<file path="config.mk">
export PLATFORM = sky130hd
export DESIGN_NAME = taxi_axil_regfile_flat
export DESIGN_NICKNAME = d
export VERILOG_FILES = /design/src/rtl/taxi_axil_regfile_pkg.sv /design/src/rtl/taxi_axil_if.sv /design/src/rtl/taxi_axil_regfile_wr_join.sv /design/src/rtl/taxi_axil_regfile.sv /design/src/flat_wrapper.sv
export SDC_FILE = /design/constraint.sdc
export NUM_CORES = 1
export LEC_CHECK = 0
export ABC_CLOCK_PERIOD_IN_PS = 3000
export CORE_AREA = 2 2 212 214
export CTS_CLUSTER_DIAMETER = 100
export DETAILED_ROUTE_END_ITERATION = 6
export DIE_AREA = 0 0 214 216
export GPL_TIMING_DRIVEN = 1
export PLACE_DENSITY = 0.69
export SLEW_MARGIN = 0
export SYNTH_ARGS = -nofsm -noshare
export SYNTH_HDL_FRONTEND = slang
export SYNTH_SLANG_ARGS = --single-unit
</file>
<file path="constraint.sdc">
create_clock -name clk -period 3 [get_ports clk]
set_clock_uncertainty 0.05 [all_clocks]
set_input_delay 0.3 -clock clk [delete_from_list [all_inputs] [get_ports clk]]
set_output_delay 0.3 -clock clk [all_outputs]
set_load 0.05 [all_outputs]
</file>
<file path="src/rtl/taxi_axil_regfile_pkg.sv">
// Shared definitions for the AXI-Lite control/status register file.
// Build option: define TAXI_AXIL_REGFILE_ERR_EN to answer RO-region writes and
// unmapped accesses with SLVERR; otherwise every access answers OKAY.
package taxi_axil_regfile_pkg;

  localparam logic [1:0] RESP_OKAY   = 2'b00;
  localparam logic [1:0] RESP_SLVERR = 2'b10;

`ifdef TAXI_AXIL_REGFILE_ERR_EN
  localparam bit ERR_EN = 1'b1;
`else
  localparam bit ERR_EN = 1'b0;
`endif

  typedef enum logic [1:0] {
    REGION_RW,
    REGION_RO,
    REGION_UNMAP
  } region_e;

  // Word index to address region: RW bank first, RO words after it.
  function automatic region_e decode_region(input logic [63:0] idx,
                                            input int reg_cnt,
                                            input int ro_cnt);
    if (idx < 64'(reg_cnt)) begin
      return REGION_RW;
    end else if (idx < 64'(reg_cnt) + 64'(ro_cnt)) begin
      return REGION_RO;
    end
    return REGION_UNMAP;
  endfunction

  // Writes are legal only in the RW bank; reads are legal in RW and RO.
  function automatic logic [1:0] access_resp(input region_e region,
                                             input logic is_write);
    logic legal;
    legal = is_write ? (region == REGION_RW) : (region != REGION_UNMAP);
    return (ERR_EN && !legal) ? RESP_SLVERR : RESP_OKAY;
  endfunction

endpackage

</file>
<file path="src/rtl/taxi_axil_if.sv">
// AXI-Lite interface bundle with separate write and read modports.
interface taxi_axil_if #(
  parameter int DATA_W   = 32,
  parameter int ADDR_W   = 32,
  parameter int STRB_W   = DATA_W / 8,
  parameter int AWUSER_W = 1,
  parameter int WUSER_W  = 1,
  parameter int BUSER_W  = 1,
  parameter int ARUSER_W = 1,
  parameter int RUSER_W  = 1
) ();
  logic [ADDR_W-1:0]   awaddr;
  logic [2:0]          awprot;
  logic [AWUSER_W-1:0] awuser;
  logic                awvalid;
  logic                awready;
  logic [DATA_W-1:0]   wdata;
  logic [STRB_W-1:0]   wstrb;
  logic [WUSER_W-1:0]  wuser;
  logic                wvalid;
  logic                wready;
  logic [1:0]          bresp;
  logic [BUSER_W-1:0]  buser;
  logic                bvalid;
  logic                bready;
  logic [ADDR_W-1:0]   araddr;
  logic [2:0]          arprot;
  logic [ARUSER_W-1:0] aruser;
  logic                arvalid;
  logic                arready;
  logic [DATA_W-1:0]   rdata;
  logic [1:0]          rresp;
  logic [RUSER_W-1:0]  ruser;
  logic                rvalid;
  logic                rready;

  modport wr_mst (output awaddr, awprot, awuser, awvalid, input awready,
                  output wdata, wstrb, wuser, wvalid, input wready,
                  input bresp, buser, bvalid, output bready);
  modport wr_slv (input awaddr, awprot, awuser, awvalid, output awready,
                  input wdata, wstrb, wuser, wvalid, output wready,
                  output bresp, buser, bvalid, input bready);
  modport rd_mst (output araddr, arprot, aruser, arvalid, input arready,
                  input rdata, rresp, ruser, rvalid, output rready);
  modport rd_slv (input araddr, arprot, aruser, arvalid, output arready,
                  output rdata, rresp, ruser, rvalid, input rready);
endinterface

</file>
<file path="src/rtl/taxi_axil_regfile_wr_join.sv">
// Write-side join: one-entry AW and W holding registers, commit when both are
// present and the B slot is free, and the registered B response.
module taxi_axil_regfile_wr_join
  import taxi_axil_regfile_pkg::*;
#(
  parameter int REG_CNT = 8,
  parameter int RO_CNT  = 4,
  parameter int DATA_W  = 32,
  parameter int ADDR_W  = 32,
  parameter int STRB_W  = DATA_W / 8
) (
  input  logic              clk,
  input  logic              rst_n,
  taxi_axil_if.wr_slv       s_axil_wr,
  output logic              commit_o,
  output logic [ADDR_W-1:0] commit_idx_o,
  output logic [DATA_W-1:0] commit_data_o,
  output logic [STRB_W-1:0] commit_strb_o
);
  localparam int SHIFT = $clog2(STRB_W);

  logic              aw_held_q, aw_held_d;
  logic [ADDR_W-1:0] awaddr_q, awaddr_d;
  logic              w_held_q, w_held_d;
  logic [DATA_W-1:0] wdata_q, wdata_d;
  logic [STRB_W-1:0] wstrb_q, wstrb_d;
  logic              bvalid_q, bvalid_d;
  logic [1:0]        bresp_q, bresp_d;
  logic [ADDR_W-1:0] idx;
  region_e           region;
  logic              unused_wr;

  assign idx    = awaddr_q >> SHIFT;
  assign region = decode_region(64'(idx), REG_CNT, RO_CNT);

  // A full B slot only blocks commit if the master is not taking it this cycle.
  assign commit_o = aw_held_q && w_held_q && (!bvalid_q || s_axil_wr.bready);

  // Next-state for holding registers and the B channel.
  always_comb begin
    // NOTE: every _d gets its current value first so no path leaves it unassigned (no latch).
    aw_held_d = aw_held_q;
    awaddr_d  = awaddr_q;
    w_held_d  = w_held_q;
    wdata_d   = wdata_q;
    wstrb_d   = wstrb_q;
    bvalid_d  = bvalid_q;
    bresp_d   = bresp_q;
    if (s_axil_wr.awvalid && !aw_held_q) begin
      aw_held_d = 1'b1;
      awaddr_d  = s_axil_wr.awaddr;
    end
    if (s_axil_wr.wvalid && !w_held_q) begin
      w_held_d = 1'b1;
      wdata_d  = s_axil_wr.wdata;
      wstrb_d  = s_axil_wr.wstrb;
    end
    if (s_axil_wr.bready) begin
      bvalid_d = 1'b0;
    end
    if (commit_o) begin
      aw_held_d = 1'b0;
      w_held_d  = 1'b0;
      bvalid_d  = 1'b1;
      bresp_d   = access_resp(region, 1'b1);
    end
  end

  // Write-side state registers.
  always_ff @(posedge clk or negedge rst_n) begin
    // NOTE: blocking (=) only in always_comb, non-blocking (<=) only in always_ff.
    if (!rst_n) begin
      aw_held_q <= 1'b0;
      awaddr_q  <= '0;
      w_held_q  <= 1'b0;
      wdata_q   <= '0;
      wstrb_q   <= '0;
      bvalid_q  <= 1'b0;
      bresp_q   <= RESP_OKAY;
    end else begin
      aw_held_q <= aw_held_d;
      awaddr_q  <= awaddr_d;
      w_held_q  <= w_held_d;
      wdata_q   <= wdata_d;
      wstrb_q   <= wstrb_d;
      bvalid_q  <= bvalid_d;
      bresp_q   <= bresp_d;
    end
  end

  assign s_axil_wr.awready = !aw_held_q;
  assign s_axil_wr.wready  = !w_held_q;
  assign s_axil_wr.bvalid  = bvalid_q;
  assign s_axil_wr.bresp   = bresp_q;
  assign s_axil_wr.buser   = '0;

  assign commit_idx_o  = idx;
  assign commit_data_o = wdata_q;
  assign commit_strb_o = wstrb_q;

  // Protection and user sidebands carry no meaning for this endpoint.
  assign unused_wr = ^{s_axil_wr.awprot, s_axil_wr.awuser, s_axil_wr.wuser};

endmodule

</file>
<file path="src/rtl/taxi_axil_regfile.sv">
// AXI-Lite register file: REG_CNT byte-writable RW words followed by RO_CNT
// live status words. Read path and register bank live here; the write join is
// a sub-module. DATA_W must match the DATA_W of the attached interfaces.
module taxi_axil_regfile
  import taxi_axil_regfile_pkg::*;
#(
  parameter int                        REG_CNT = 8,
  parameter int                        RO_CNT  = 4,
  parameter int                        DATA_W  = 32,
  parameter logic [REG_CNT*DATA_W-1:0] RST_VAL = '0
) (
  input  logic                       clk,
  input  logic                       rst_n,
  taxi_axil_if.wr_slv                s_axil_wr,
  taxi_axil_if.rd_slv                s_axil_rd,
  output logic [REG_CNT*DATA_W-1:0]  reg_q,
  output logic [REG_CNT-1:0]         wr_pulse,
  input  logic [RO_CNT*DATA_W-1:0]   ro_in
);
  localparam int ADDR_W    = s_axil_wr.ADDR_W;
  localparam int RD_ADDR_W = s_axil_rd.ADDR_W;
  localparam int STRB_W    = s_axil_wr.STRB_W;
  localparam int SHIFT     = $clog2(STRB_W);

  logic              commit;
  logic [ADDR_W-1:0] commit_idx;
  logic [DATA_W-1:0] commit_data;
  logic [STRB_W-1:0] commit_strb;
  region_e           wr_region;

  logic [DATA_W-1:0]  bank_q [REG_CNT];
  logic [DATA_W-1:0]  bank_d [REG_CNT];
  logic [REG_CNT-1:0] wr_pulse_q, wr_pulse_d;

  logic [RD_ADDR_W-1:0] ar_idx;
  region_e              rd_region;
  logic                 ar_hs;
  logic [DATA_W-1:0]    rdata_sel;
  logic                 rvalid_q, rvalid_d;
  logic [DATA_W-1:0]    rdata_q, rdata_d;
  logic [1:0]           rresp_q, rresp_d;
  logic                 unused_rd;

  taxi_axil_regfile_wr_join #(
    .REG_CNT (REG_CNT),
    .RO_CNT  (RO_CNT),
    .DATA_W  (DATA_W),
    .ADDR_W  (ADDR_W),
    .STRB_W  (STRB_W)
  ) u_wr_join (
    .clk           (clk),
    .rst_n         (rst_n),
    .s_axil_wr     (s_axil_wr),
    .commit_o      (commit),
    .commit_idx_o  (commit_idx),
    .commit_data_o (commit_data),
    .commit_strb_o (commit_strb)
  );

  assign wr_region = decode_region(64'(commit_idx), REG_CNT, RO_CNT);

  // Byte-masked update of the addressed RW word plus its one-cycle pulse.
  always_comb begin
    bank_d     = bank_q;
    wr_pulse_d = '0;
    if (commit && wr_region == REGION_RW) begin
      for (int i = 0; i < REG_CNT; i++) begin
        if (64'(commit_idx) == 64'(i)) begin
          wr_pulse_d[i] = 1'b1;
          for (int b = 0; b < STRB_W; b++) begin
            if (commit_strb[b]) begin
              bank_d[i][b*8 +: 8] = commit_data[b*8 +: 8];
            end
          end
        end
      end
    end
  end

  // Register bank and write pulses.
  always_ff @(posedge clk or negedge rst_n) begin
    // NOTE: the bank is a handful of architectural flops with a defined reset image, not a RAM, so it is reset.
    if (!rst_n) begin
      for (int i = 0; i < REG_CNT; i++) begin
        bank_q[i] <= RST_VAL[i*DATA_W +: DATA_W];
      end
      wr_pulse_q <= '0;
    end else begin
      bank_q     <= bank_d;
      wr_pulse_q <= wr_pulse_d;
    end
  end

  assign ar_idx    = s_axil_rd.araddr >> SHIFT;
  assign rd_region = decode_region(64'(ar_idx), REG_CNT, RO_CNT);
  assign ar_hs     = s_axil_rd.arvalid && !rvalid_q;

  // Read mux: the bank value here is pre-commit, so a same-edge write is not seen.
  always_comb begin
    rdata_sel = '0;
    for (int i = 0; i < REG_CNT; i++) begin
      if (64'(ar_idx) == 64'(i)) rdata_sel = bank_q[i];
    end
    for (int j = 0; j < RO_CNT; j++) begin
      if (64'(ar_idx) == 64'(REG_CNT + j)) rdata_sel = ro_in[j*DATA_W +: DATA_W];
    end
  end

  // Next-state for the single-entry R slot.
  always_comb begin
    rvalid_d = rvalid_q;
    rdata_d  = rdata_q;
    rresp_d  = rresp_q;
    if (s_axil_rd.rready) begin
      rvalid_d = 1'b0;
    end
    if (ar_hs) begin
      rvalid_d = 1'b1;
      rdata_d  = rdata_sel;
      rresp_d  = access_resp(rd_region, 1'b0);
    end
  end

  // Read response registers.
  always_ff @(posedge clk or negedge rst_n) begin
    if (!rst_n) begin
      rvalid_q <= 1'b0;
      rdata_q  <= '0;
      rresp_q  <= RESP_OKAY;
    end else begin
      rvalid_q <= rvalid_d;
      rdata_q  <= rdata_d;
      rresp_q  <= rresp_d;
    end
  end

  assign s_axil_rd.arready = !rvalid_q;
  assign s_axil_rd.rvalid  = rvalid_q;
  assign s_axil_rd.rdata   = rdata_q;
  assign s_axil_rd.rresp   = rresp_q;
  assign s_axil_rd.ruser   = '0;

  for (genvar g = 0; g < REG_CNT; g++) begin : g_reg_out
    assign reg_q[g*DATA_W +: DATA_W] = bank_q[g];
  end
  assign wr_pulse = wr_pulse_q;

  // Protection and user sidebands carry no meaning for this endpoint.
  assign unused_rd = ^{s_axil_rd.arprot, s_axil_rd.aruser};

endmodule
</file>
<file path="src/flat_wrapper.sv">
// flat-port wrapper written by rule: the top's interface ports become plain ports
module taxi_axil_regfile_flat import taxi_axil_regfile_pkg::*;
#(
  parameter int                        REG_CNT = 8,
  parameter int                        RO_CNT  = 4,
  parameter int                        DATA_W  = 32,
  parameter logic [REG_CNT*DATA_W-1:0] RST_VAL = '0
)
  (clk, rst_n, reg_q, wr_pulse, ro_in, s_axil_wr_awaddr, s_axil_wr_awprot, s_axil_wr_awuser, s_axil_wr_awvalid, s_axil_wr_awready, s_axil_wr_wdata, s_axil_wr_wstrb, s_axil_wr_wuser, s_axil_wr_wvalid, s_axil_wr_wready, s_axil_wr_bresp, s_axil_wr_buser, s_axil_wr_bvalid, s_axil_wr_bready, s_axil_rd_araddr, s_axil_rd_arprot, s_axil_rd_aruser, s_axil_rd_arvalid, s_axil_rd_arready, s_axil_rd_rdata, s_axil_rd_rresp, s_axil_rd_ruser, s_axil_rd_rvalid, s_axil_rd_rready);
  taxi_axil_if #(.DATA_W(DATA_W)) s_axil_wr_i ();
  taxi_axil_if #(.DATA_W(DATA_W)) s_axil_rd_i ();
  input  logic clk;
  input  logic rst_n;
  output logic [REG_CNT*DATA_W-1:0] reg_q;
  output logic [REG_CNT-1:0] wr_pulse;
  input  logic [RO_CNT*DATA_W-1:0] ro_in;
  input wire logic [$bits(s_axil_wr_i.awaddr)-1:0] s_axil_wr_awaddr;
  input wire logic [$bits(s_axil_wr_i.awprot)-1:0] s_axil_wr_awprot;
  input wire logic [$bits(s_axil_wr_i.awuser)-1:0] s_axil_wr_awuser;
  input wire logic [$bits(s_axil_wr_i.awvalid)-1:0] s_axil_wr_awvalid;
  output wire logic [$bits(s_axil_wr_i.awready)-1:0] s_axil_wr_awready;
  input wire logic [$bits(s_axil_wr_i.wdata)-1:0] s_axil_wr_wdata;
  input wire logic [$bits(s_axil_wr_i.wstrb)-1:0] s_axil_wr_wstrb;
  input wire logic [$bits(s_axil_wr_i.wuser)-1:0] s_axil_wr_wuser;
  input wire logic [$bits(s_axil_wr_i.wvalid)-1:0] s_axil_wr_wvalid;
  output wire logic [$bits(s_axil_wr_i.wready)-1:0] s_axil_wr_wready;
  output wire logic [$bits(s_axil_wr_i.bresp)-1:0] s_axil_wr_bresp;
  output wire logic [$bits(s_axil_wr_i.buser)-1:0] s_axil_wr_buser;
  output wire logic [$bits(s_axil_wr_i.bvalid)-1:0] s_axil_wr_bvalid;
  input wire logic [$bits(s_axil_wr_i.bready)-1:0] s_axil_wr_bready;
  input wire logic [$bits(s_axil_rd_i.araddr)-1:0] s_axil_rd_araddr;
  input wire logic [$bits(s_axil_rd_i.arprot)-1:0] s_axil_rd_arprot;
  input wire logic [$bits(s_axil_rd_i.aruser)-1:0] s_axil_rd_aruser;
  input wire logic [$bits(s_axil_rd_i.arvalid)-1:0] s_axil_rd_arvalid;
  output wire logic [$bits(s_axil_rd_i.arready)-1:0] s_axil_rd_arready;
  output wire logic [$bits(s_axil_rd_i.rdata)-1:0] s_axil_rd_rdata;
  output wire logic [$bits(s_axil_rd_i.rresp)-1:0] s_axil_rd_rresp;
  output wire logic [$bits(s_axil_rd_i.ruser)-1:0] s_axil_rd_ruser;
  output wire logic [$bits(s_axil_rd_i.rvalid)-1:0] s_axil_rd_rvalid;
  input wire logic [$bits(s_axil_rd_i.rready)-1:0] s_axil_rd_rready;
  assign s_axil_wr_i.awaddr = s_axil_wr_awaddr;
  assign s_axil_wr_i.awprot = s_axil_wr_awprot;
  assign s_axil_wr_i.awuser = s_axil_wr_awuser;
  assign s_axil_wr_i.awvalid = s_axil_wr_awvalid;
  assign s_axil_wr_awready = s_axil_wr_i.awready;
  assign s_axil_wr_i.wdata = s_axil_wr_wdata;
  assign s_axil_wr_i.wstrb = s_axil_wr_wstrb;
  assign s_axil_wr_i.wuser = s_axil_wr_wuser;
  assign s_axil_wr_i.wvalid = s_axil_wr_wvalid;
  assign s_axil_wr_wready = s_axil_wr_i.wready;
  assign s_axil_wr_bresp = s_axil_wr_i.bresp;
  assign s_axil_wr_buser = s_axil_wr_i.buser;
  assign s_axil_wr_bvalid = s_axil_wr_i.bvalid;
  assign s_axil_wr_i.bready = s_axil_wr_bready;
  assign s_axil_rd_i.araddr = s_axil_rd_araddr;
  assign s_axil_rd_i.arprot = s_axil_rd_arprot;
  assign s_axil_rd_i.aruser = s_axil_rd_aruser;
  assign s_axil_rd_i.arvalid = s_axil_rd_arvalid;
  assign s_axil_rd_arready = s_axil_rd_i.arready;
  assign s_axil_rd_rdata = s_axil_rd_i.rdata;
  assign s_axil_rd_rresp = s_axil_rd_i.rresp;
  assign s_axil_rd_ruser = s_axil_rd_i.ruser;
  assign s_axil_rd_rvalid = s_axil_rd_i.rvalid;
  assign s_axil_rd_i.rready = s_axil_rd_rready;
  taxi_axil_regfile #(.REG_CNT(REG_CNT), .RO_CNT(RO_CNT), .DATA_W(DATA_W), .RST_VAL(RST_VAL)) u_core (.clk(clk), .rst_n(rst_n), .s_axil_wr(s_axil_wr_i), .s_axil_rd(s_axil_rd_i), .reg_q(reg_q), .wr_pulse(wr_pulse), .ro_in(ro_in));
endmodule
</file>
### After elaboration in Yosys (flattened, before gate mapping)

Index checks and enable logic that the tools add are counted.

* bits in registers: 368
* latch bits: 0
* memory bits (writable): 0
* ROM bits: 0
* output and inout bits: 307
* memories kept: 0

* add/sub/neg operators: 0
* multipliers: 0
* divide/modulo/power cells: 0
* magnitude comparators: 2
* equal/unequal tests: 18
* shift-type cells: 0
* multiplexer cells: 34
* bitwise logic cells: 0
* reductions and logical operators: 50

Operators with widths (number)
* 32-bit two-way mux: 12
* 30-bit by 3-bit == test with 1-bit output, second input constant: 8
* 30-bit by 2-bit == test with 1-bit output, second input constant: 4
* 30-bit by 4-bit == test with 1-bit output, second input constant: 4
* 3-bit AND reduction: 32
* 32-bit zero test: 2
* 30-bit by 1-bit == test with 1-bit output, second input constant: 2
* 30-bit by 4-bit less-than comparator with 1-bit output, second input constant: 2
* 1-bit two-way mux: 18
* 8-bit two-way mux: 1
* 2-bit nonzero test: 4
* 1-bit logical AND: 6
* 2-bit two-way mux: 3
* 1-bit zero test: 4
* 2-bit zero test: 1
* 1-bit logical OR: 1

### Longest topological paths before layout

Gate-level depths: netlist of run 1.

* depth after elaboration: 13
* gate-level depth with buffers: 10
* gate-level depth less buffers: 6

### Hierarchy

From an unflattened synthesis of run 1, not the netlist that was laid out.

* cells, all modules: 1452
* area total of the unflattened synthesis: 17682.0 µm²

By module, submodules not included
* taxi_axil_regfile: times used 1, cells each 1293, area each 14905.5 µm²
* taxi_axil_regfile_wr_join: times used 1, cells each 159, area each 2776.4 µm²

### Worst setup path after synthesis of run 1

OpenSTA, ideal clock, no wires.

* path type: register to register
* start: reg u_core.u_wr_join.bvalid_q, in the netlist u_core.u_wr_join.s_axil_wr.bvalid
* end: reg u_core.bank_q, in the netlist u_core.reg_q[15]
* library setup time: 0.128 ns
* arrival time: 2.068 ns
* setup slack: 0.755 ns
* cell stages (with the launch flop): 7
* period minus slack after synthesis: 2.245 ns
* cells stage by stage: dfrtp_1 -> nand2b_1 -> nand4b_1 -> or4_1 -> nor3_2 -> nand2_1 -> mux2_1

* word-level cells in the longest chain between the ends: 5

Ends and longest elaborated chain
* from (decl): line taxi_axil_regfile_wr_join.sv:27 `logic bvalid_q, bvalid_d;`
* from (signal assigned): line taxi_axil_regfile_wr_join.sv:86 `bvalid_q <= bvalid_d;`
* 1-bit zero test: line taxi_axil_regfile_wr_join.sv:37 `assign commit_o = aw_held_q && w_held_q && (!bvalid_q || s_axil_wr.bready);`
* 1-bit logical OR: line taxi_axil_regfile_wr_join.sv:37
* 1-bit logical AND: line taxi_axil_regfile_wr_join.sv:37
* 1-bit logical AND: line taxi_axil_regfile.sv:66 `if (commit && wr_region == REGION_RW) begin`
* 3-bit AND reduction (no line)
* to (signal, indexed assignment): line taxi_axil_regfile.sv:85 `bank_q[i] <= RST_VAL[i*DATA_W +: DATA_W];`
* to (signal assigned): line taxi_axil_regfile.sv:89 `bank_q <= bank_d;`
* to (decl): line taxi_axil_regfile.sv:31 `logic [DATA_W-1:0] bank_q [REG_CNT];`

Every way passes these cells.
A chain may end at the register's enable or synchronous reset.

### Final worst setup path of run 1

* start: reg u_core.u_wr_join.awaddr_q[10]
* end: reg u_core.bank_q, in the netlist u_core.reg_q[63]

* word-level cells in the longest chain between the ends: 7
* elaborated cells on any way between the ends: 10
* those cells by class: 2 x order compare; 1 x eq/ne; 4 x mux; 3 x reduce/logical

Ends and longest elaborated chain
* from (decl): line taxi_axil_regfile_wr_join.sv:23 `logic [ADDR_W-1:0] awaddr_q, awaddr_d;`
* from (signal assigned): line taxi_axil_regfile_wr_join.sv:82 `awaddr_q <= awaddr_d;`
* 30-bit by 4-bit less-than comparator with 1-bit output: line taxi_axil_regfile_pkg.sv:27 `end else if (idx < 64'(reg_cnt) + 64'(ro_cnt)) begin`
* 1-bit two-way mux: line taxi_axil_regfile_pkg.sv:27
* 1-bit two-way mux: line taxi_axil_regfile_pkg.sv:25 `if (idx < 64'(reg_cnt)) begin`
* 2-bit two-way mux: line taxi_axil_regfile_pkg.sv:30 `return REGION_UNMAP;`
* 2-bit zero test: line taxi_axil_regfile.sv:66
* 1-bit logical AND: line taxi_axil_regfile.sv:66
* 3-bit AND reduction (no line) (*)

Mark *: on every way between the ends. The rest lies on a longest branch, timed or not.

==> impl_metrics.py, run 1 <==
metrics = {
    "run_status": {
        "outcome": "finished, final reports clean",
    },
    "setup_path": {
        "worstPathRequired_ns": 3.39,
        "startpoint_type": "flip-flop",
        "crit_path_end_kind": "flip-flop",
        "path_max_fanout": 8,
        "reg2reg_from": "u_core.u_wr_join.awaddr_q[10]$_DFFE_PN0P_",
        "critPathKind": "flip-flop to flip-flop",
        "cp.arrival_ns": 3.26,
        "cp-startpoint": "u_core.u_wr_join.awaddr_q[10]$_DFFE_PN0P_",
        "max_stage_delay_ns": 0.63,
        "path_cells": "nor4_2, nand4_1, or4_1, nor2_1, buf_4, nand2_1, mux2_1",
        "slowest_stage": "or4_1",
    },
    "global_routing": {
        "globalRouteTotalUtil": 0.314,
        "grt_pass1_vias": 15128,
        "grt-ovfl-total": 0,
        "grt_antenna_before_repair": 9,
        "grt_first_pass_wirelength_um": 106000,
        "grt_max_degree": 92,
    },
    "routing": {
        "drc_errors": 0,
        "wire_per_inst_um": 28.2,
        "drt-initial-drc-count": 1077,
        "ant_nets": 0,
        "routed_wl_um": 73200,
        "via_per_inst": 5.52,
        "first_pass_iters": 5,
        "dr_total_vias": 14350,
    },
    "timing": {
        "rsz0062_at_grt": "false",
        "max_slew_margin": 0.158,
        "finalSetupViolations": 0,
        "period_share": 0.956,
        "max_freq_mhz": 349,
        "hold_viol": 0,
        "tightest_slew_ns": 1.25,
        "drv_slew": 0,
        "period_minus_slack_ns": 2.87,
    },
    "clock_network": {
        "clkTransAtPathRegs_ns": 0.06,
        "clockBufferDepth": 3,
        "tritoncts": "built",
        "cts.sinks": 366,
        "clockRootBuffer": "clkbuf_16",
        "cts_buffers": 42,
        "cts-htree-levels": 2,
        "clk_latency_ns": 0.57,
    },
    "yosys": {
        "synth_seq_cells": 366,
        "synth_cell_types": 58,
        "avgSynthCellArea_um2": 12.4,
        "synth_edf_count": 0,
        "yosys_warnings": 0,
        "async_flop_share": 1.00,
        "netlist_area_mm2": 0.0171,
        "yosysSeqAreaShare": 0.536,
        "synth_cells": 1378,
        "synth_ff_type": "dfrtp_1",
    },
    "cells_and_area": {
        "num-fill-cells": 3723,
        "area_growth_pct": 47.0,
        "layoutNonFillerInstCount": 2598,
        "layout-drive-gt1-share": 0.261,
        "final_util": 0.573,
        "nets": 2211,
    },
    "placed_design": {
        "dp_cells": 2514,
        "gp_congestion": 0.951,
        "port_buffers": 531,
        "dp_hpwl_um": 55700,
    },
    "die": {
        "rows": 77,
        "io-pin-count": 551,
        "dieHeight_um": 216,
        "die_w_um": 214,
        "dieArea_mm2": 0.0462,
        "initial_utilization": 0.390,
        "core-area_mm2": 0.0438,
    },
    "hold_path": {
        "min_path_type": "input pin to flip-flop",
        "min_from": "ro_in[30]",
    },
    "power": {
        "power.density_mw_per_mm2": 552,
        "p_leak_uw": 0.0111,
        "ir_worst_vdd_v": 0.000701,
    },
    "job": {
        "cap_viol_max_count": 0,
    },
}
## report_power, final
part	internal, uW	switching [uW]	total, uW
logic	1050	1070	2120
registers	5450	859	6310
clock network	3340	2080	5420
## registers in the layout, indices dropped and copies added (netlist names)
name	count
u_core.u_wr_join.commit_strb_o	4
u_core.reg_q	256
u_core.u_wr_join.commit_data_o	32
u_core.u_wr_join.aw_held_q	1
u_core.s_axil_rd.rvalid	1
u_core.u_wr_join.awaddr_q	30
u_core.u_wr_join.w_held_q	1
u_core.u_wr_join.s_axil_wr.bvalid	1
u_core.wr_pulse	8
u_core.s_axil_rd.rdata	32
## final cells by class
type / instances / area (um2) / area share
Clock inverter: 15 / 224 / 0.00892
Multi-Input combinational cell: 926 / 7610 / 0.303
Timing Repair Buffer: 625 / 6080 / 0.242
Inverter: 6 / 22.5 / 0.000897
Clock buffer: 62 / 1260 / 0.0500
Antenna cell: 6 / 15.0 / 0.000598
Sequential cell: 366 / 9160 / 0.365
Tap cell: 592 / 741 / 0.0295
## Yosys cell counts (18+ instances only)
| master | number | area [um2] |
|---|---|---|
| a211oi_1 | 19 | 143 |
| mux4_2 | 18 | 405 |
| a21oi_1 | 51 | 255 |
| nor3_1 | 32 | 160 |
| nor4_1 | 18 | 113 |
| nand2_1 | 85 | 319 |
| mux2i_1 | 52 | 521 |
| nor2_1 | 86 | 323 |
| mux2_2 | 321 | 3610 |
| o21ai_0 | 51 | 255 |
| dfrtp_1 | 366 | 9160 |
| clkbuf_1 | 53 | 199 |
## routing by layer
metal,vias to the layer above,wire length [um],GRT usage,part of all wire
met5,-,33,0,0.00045
met4,6,3260,0.143,0.045
met3,142,7150,0.117,0.098
met2,627,34900,0.515,0.48
met1,7269,27800,0.366,0.38
li1,6306,-,-,-
## critical path: cells and delay by family (launching register included)
| family | cells | cell delay (ns) |
|---|---|---|
| flops | 1 | 0.39 |
| simple gates | 5 | 1.69 |
| buf+inv | 1 | 0.17 |
| mux | 1 | 0.43 |
## logic make-up after synthesis
kind of cell           share of synthesized area
AOI/OAI and AO/OA                         0.0879
buffers and inverters                     0.0222
and+or+nand+nor                           0.0802
other                                   0.000220
muxes                                      0.273
DFF                                        0.536
## through the flow
| stage | worst slack, ns | cell area, um2 | setup TNS [ns] | hold WS, ns | power [uW] |
|---|---|---|---|---|---|
| after global routing | 0.00341 | 25100 | 0 | 0.258 | 14400 |
| after floorplan | 0.755 | 17100 | 0 | -0.0456 | 7250 |
| after global placement | -0.0892 | 23600 | -0.383 | 0.322 | 8420 |
| after CTS | 0.113 | 25100 | 0 | 0.237 | 13900 |
| final | 0.132 | 25100 | 0 | 0.257 | 13800 |
| after detailed placement | -0.0668 | 23600 | -0.154 | 0.333 | 8500 |
## layout by cell type (no fill, tap or decap), drive strengths merged, types with 17 or more instances in the layout
cell type / count
nand2b: 17
clkbuf: 62
o21ai: 52
dfrtp: 366
nand2: 85
mux4: 18
nor4: 18
mux2i: 52
nor3: 33
a21oi: 51
a211oi: 19
mux2: 332
buf: 98
clkdlybuf4s50: 526
a221oi: 17
nor2: 87
## path summary, 6_finish.rpt
path                                                          end  slack [ns]  depth (start not counted)
min                        u_core.s_axil_rd.rdata[30]$_DFFE_PN0P_        0.26                          3
min in group asynchronous            u_core.reg_q[50]$_DFFE_PN0P_        0.31                          2
min reg2reg                u_core.s_axil_rd.rdata[11]$_DFFE_PN0P_        0.42                          2
max reg2reg                          u_core.reg_q[63]$_DFFE_PN0P_        0.13                          7
max                                  u_core.reg_q[63]$_DFFE_PN0P_        0.13                          7
max in group asynchronous   u_core.s_axil_rd.rdata[8]$_DFFE_PN0P_        1.63                          3
## repair_timing
| item | in CTS | in global routing |
|---|---|---|
| setup endpoints to repair | 3 | 1 |
| pin swaps | 0 | 0 |
| hold endpoints to repair | 82 | 0 |
| hold buffers | 1 | 0 |
| resized for setup | 1 | 1 |
| buffers inserted | 0 | 0 |
No activity file was read; power rests on OpenSTA's default activity.
==> inputs of run 2 (changes only) <==
--- a/config.mk
+++ b/config.mk
@@ -6,12 +6,13 @@
 export NUM_CORES = 1
 export LEC_CHECK = 0
 export ABC_CLOCK_PERIOD_IN_PS = 3000
-export CORE_AREA = 2 2 212 214
+export CORE_AREA = 2 2 216 218
+export CTS_BUF_LIST = sky130_fd_sc_hd__clkbuf_8
 export CTS_CLUSTER_DIAMETER = 100
 export DETAILED_ROUTE_END_ITERATION = 6
-export DIE_AREA = 0 0 214 216
+export DIE_AREA = 0 0 218 220
 export GPL_TIMING_DRIVEN = 1
-export PLACE_DENSITY = 0.69
+export PLACE_DENSITY = 0.67
 export SLEW_MARGIN = 0
 export SYNTH_ARGS = -nofsm -noshare
 export SYNTH_HDL_FRONTEND = slang
==> run 2 against run 1 <==
- count of clock-buffer cells in the layout grew 12
- non-clock buffer count unchanged
- register-to-register slack improved by 0.02 ns
- via count increased by 0.65%
- routed wire length down 1.3%
- critical path type unchanged
- critical endpoint is now u_core.reg_q[95]$_DFFE_PN0P_
- largest power group unchanged
==> impl_metrics.py, run 2 (synthesis results as in run 1) <==
metrics = {
    "run_status": {
        "outcome": "finished, final reports clean",
    },
    "global_routing": {
        "globalRouteTotalUtil": 0.295,
        "grt_pass1_vias": 14783,
        "grt_antenna_before_repair": 5,
        "grt-ovfl-total": 0,
        "grt_max_degree": 83,
        "grt_first_pass_wirelength_um": 102000,
    },
    "routing": {
        "drt-initial-drc-count": 862,
        "wire_per_inst_um": 27.4,
        "first_pass_iters": 5,
        "ant_nets": 0,
        "dr_total_vias": 14443,
        "drc_errors": 0,
        "routed_wl_um": 72200,
        "via_per_inst": 5.47,
    },
    "die": {
        "dieArea_mm2": 0.0480,
        "initial_utilization": 0.372,
        "die_w_um": 218,
        "rows": 79,
        "core-area_mm2": 0.0459,
        "dieHeight_um": 220,
        "io-pin-count": 551,
    },
    "timing": {
        "hold_viol": 0,
        "finalSetupViolations": 0,
        "drv_slew": 0,
        "max_freq_mhz": 351,
        "period_minus_slack_ns": 2.85,
        "period_share": 0.951,
        "rsz0062_at_grt": "false",
        "tightest_slew_ns": 1.07,
        "max_slew_margin": 0.278,
    },
    "cells_and_area": {
        "largest_reg_flops": 256,
        "layout-drive-gt1-share": 0.269,
        "fin_area_mm2": 0.0249,
        "multi_input_area_mm2": 0.00761,
        "layout_common_cells": "526 x clkdlybuf4s50_1, 366 x dfrtp_1, 321 x mux2_2",
        "final_common_cell": "clkdlybuf4s50_1",
        "area_growth_pct": 45.9,
        "num-fill-cells": 4017,
        "nets": 2230,
        "layout.area.seq_mm2": 0.00916,
    },
    "placed_design": {
        "dp_hpwl_um": 54800,
        "port_buffers": 531,
        "placed_area_mm2": 0.0236,
        "gp_congestion": 0.914,
    },
    "clock_network": {
        "tritoncts": "built",
        "postCtsSetupBuffers": 0,
        "cts-htree-levels": 2,
        "clkTransAtPathRegs_ns": 0.07,
        "clk_latency_ns": 0.67,
        "clockRootBuffer": "clkbuf_8",
        "clockBufferDepth": 3,
        "cts.sinks": 366,
        "cts_buffers": 61,
    },
    "setup_path": {
        "startpoint_type": "flip-flop",
        "worstPathRequired_ns": 3.49,
        "max_stage_delay_ns": 0.61,
        "slowest_stage": "or4_1",
        "cp.arrival_ns": 3.34,
        "path_max_fanout": 8,
        "crit_path_end_kind": "flip-flop",
        "path_cells": "nor4_2, nand4_1, or4_1, nor2_1, buf_4, nand2_1, mux2_1",
        "critPathKind": "flip-flop to flip-flop",
    },
    "power": {
        "power.density_mw_per_mm2": 522,
        "ir_worst_vdd_v": 0.000469,
        "p_leak_uw": 0.0110,
        "finalPower_uw": 13000,
    },
    "hold_path": {
        "min_path_type": "input pin to flip-flop",
    },
    "job": {
        "cap_viol_max_count": 0,
    },
}
-- run 2: cell count changes in the layout (fill, tap and decap cells not counted) --
cell	change
buf_12	+3
clkbuf_8	+61
diode_2	-3
clkinv_2	+9
clkinv_4	+1
inv_6	-2
clkbuf_16	-42
clkbuf_1	-7
inv_1	+12
bufinv_16	-2
buf_4	-3
clkinv_8	-1
clkinvlp_4	-1
-- run 2: worst paths after layout --
check / startpoint / endpoint / slack, ns / cells after the start
min reg2reg: u_core.s_axil_rd.rdata[24]$_DFFE_PN0P_ / u_core.s_axil_rd.rdata[24]$_DFFE_PN0P_ / 0.44 / 2
max: u_core.u_wr_join.awaddr_q[21]$_DFFE_PN0P_ / u_core.reg_q[95]$_DFFE_PN0P_ / 0.15 / 7
max reg2reg: u_core.u_wr_join.awaddr_q[21]$_DFFE_PN0P_ / u_core.reg_q[95]$_DFFE_PN0P_ / 0.15 / 7
max in group asynchronous: rst_n / u_core.reg_q[251]$_DFFE_PN0P_ / 1.88 / 3
min: ro_in[30] / u_core.s_axil_rd.rdata[30]$_DFFE_PN0P_ / 0.14 / 3
min in group asynchronous: rst_n / u_core.u_wr_join.commit_data_o[18]$_DFFE_PN0P_ / 0.19 / 2
-- run 2: final cells by class --
cell class | instances | area share
Clock inverter | 31 | 0.00889
Clock buffer | 74 | 0.0409
Timing Repair Buffer | 625 | 0.245
Sequential cell | 366 | 0.368
Inverter | 6 | 0.000904
Tap cell | 607 | 0.0305
Multi-Input combinational cell | 926 | 0.305
Antenna cell | 3 | 0.000301
-- run 2: through the flow --
| stage | hold slack, ns | setup TNS [ns] | cells | util | setup WS, ns |
|---|---|---|---|---|---|
| final | 0.143 | 0 | 2638 | 0.543 | 0.147 |
| after global placement | 0.312 | -0.314 | 2529 | 0.516 | -0.235 |
| after detailed placement | 0.317 | -0.417 | 2529 | 0.516 | -0.240 |
| after CTS | 0.108 | 0 | 2635 | 0.543 | 0.112 |
| after global routing | 0.147 | 0 | 2638 | 0.543 | 0.0126 |
| after floorplan | -0.0456 | 0 | 1383 | - | 0.755 |
-- run 2: timing repair --
| item | 4_1_cts | 5_1_grt |
|---|---|---|
| gates resized for setup | 0 | 1 |
| hold buffers | 1 | 0 |
| hold endpoints to repair | 74 | 0 |
| setup endpoints to repair | 0 | 55 |
-- run 2: worst max-delay path, delay by kind of cell (launching register included) --
family | cells | cell delay [ns]
AND/OR/NAND/NOR | 5 | 1.68
multiplexers | 1 | 0.43
flip-flops | 1 | 0.39
buffers and inverters | 1 | 0.18
-- run 2: power by group --
group	internal (uW)	switching (uW)
Sequential	5450	857
Clock	2480	2090
Combinational	1050	1080
-- run 2: per-layer routing --
metal / vias up / GRT usage / wire, um
li1: 6352 / - / -
met1: 7325 / 0.359 / 28600
met2: 628 / 0.482 / 34200
met3: 136 / 0.0968 / 6430
met4: 2 / 0.126 / 3010
met5: - / 0 / 11
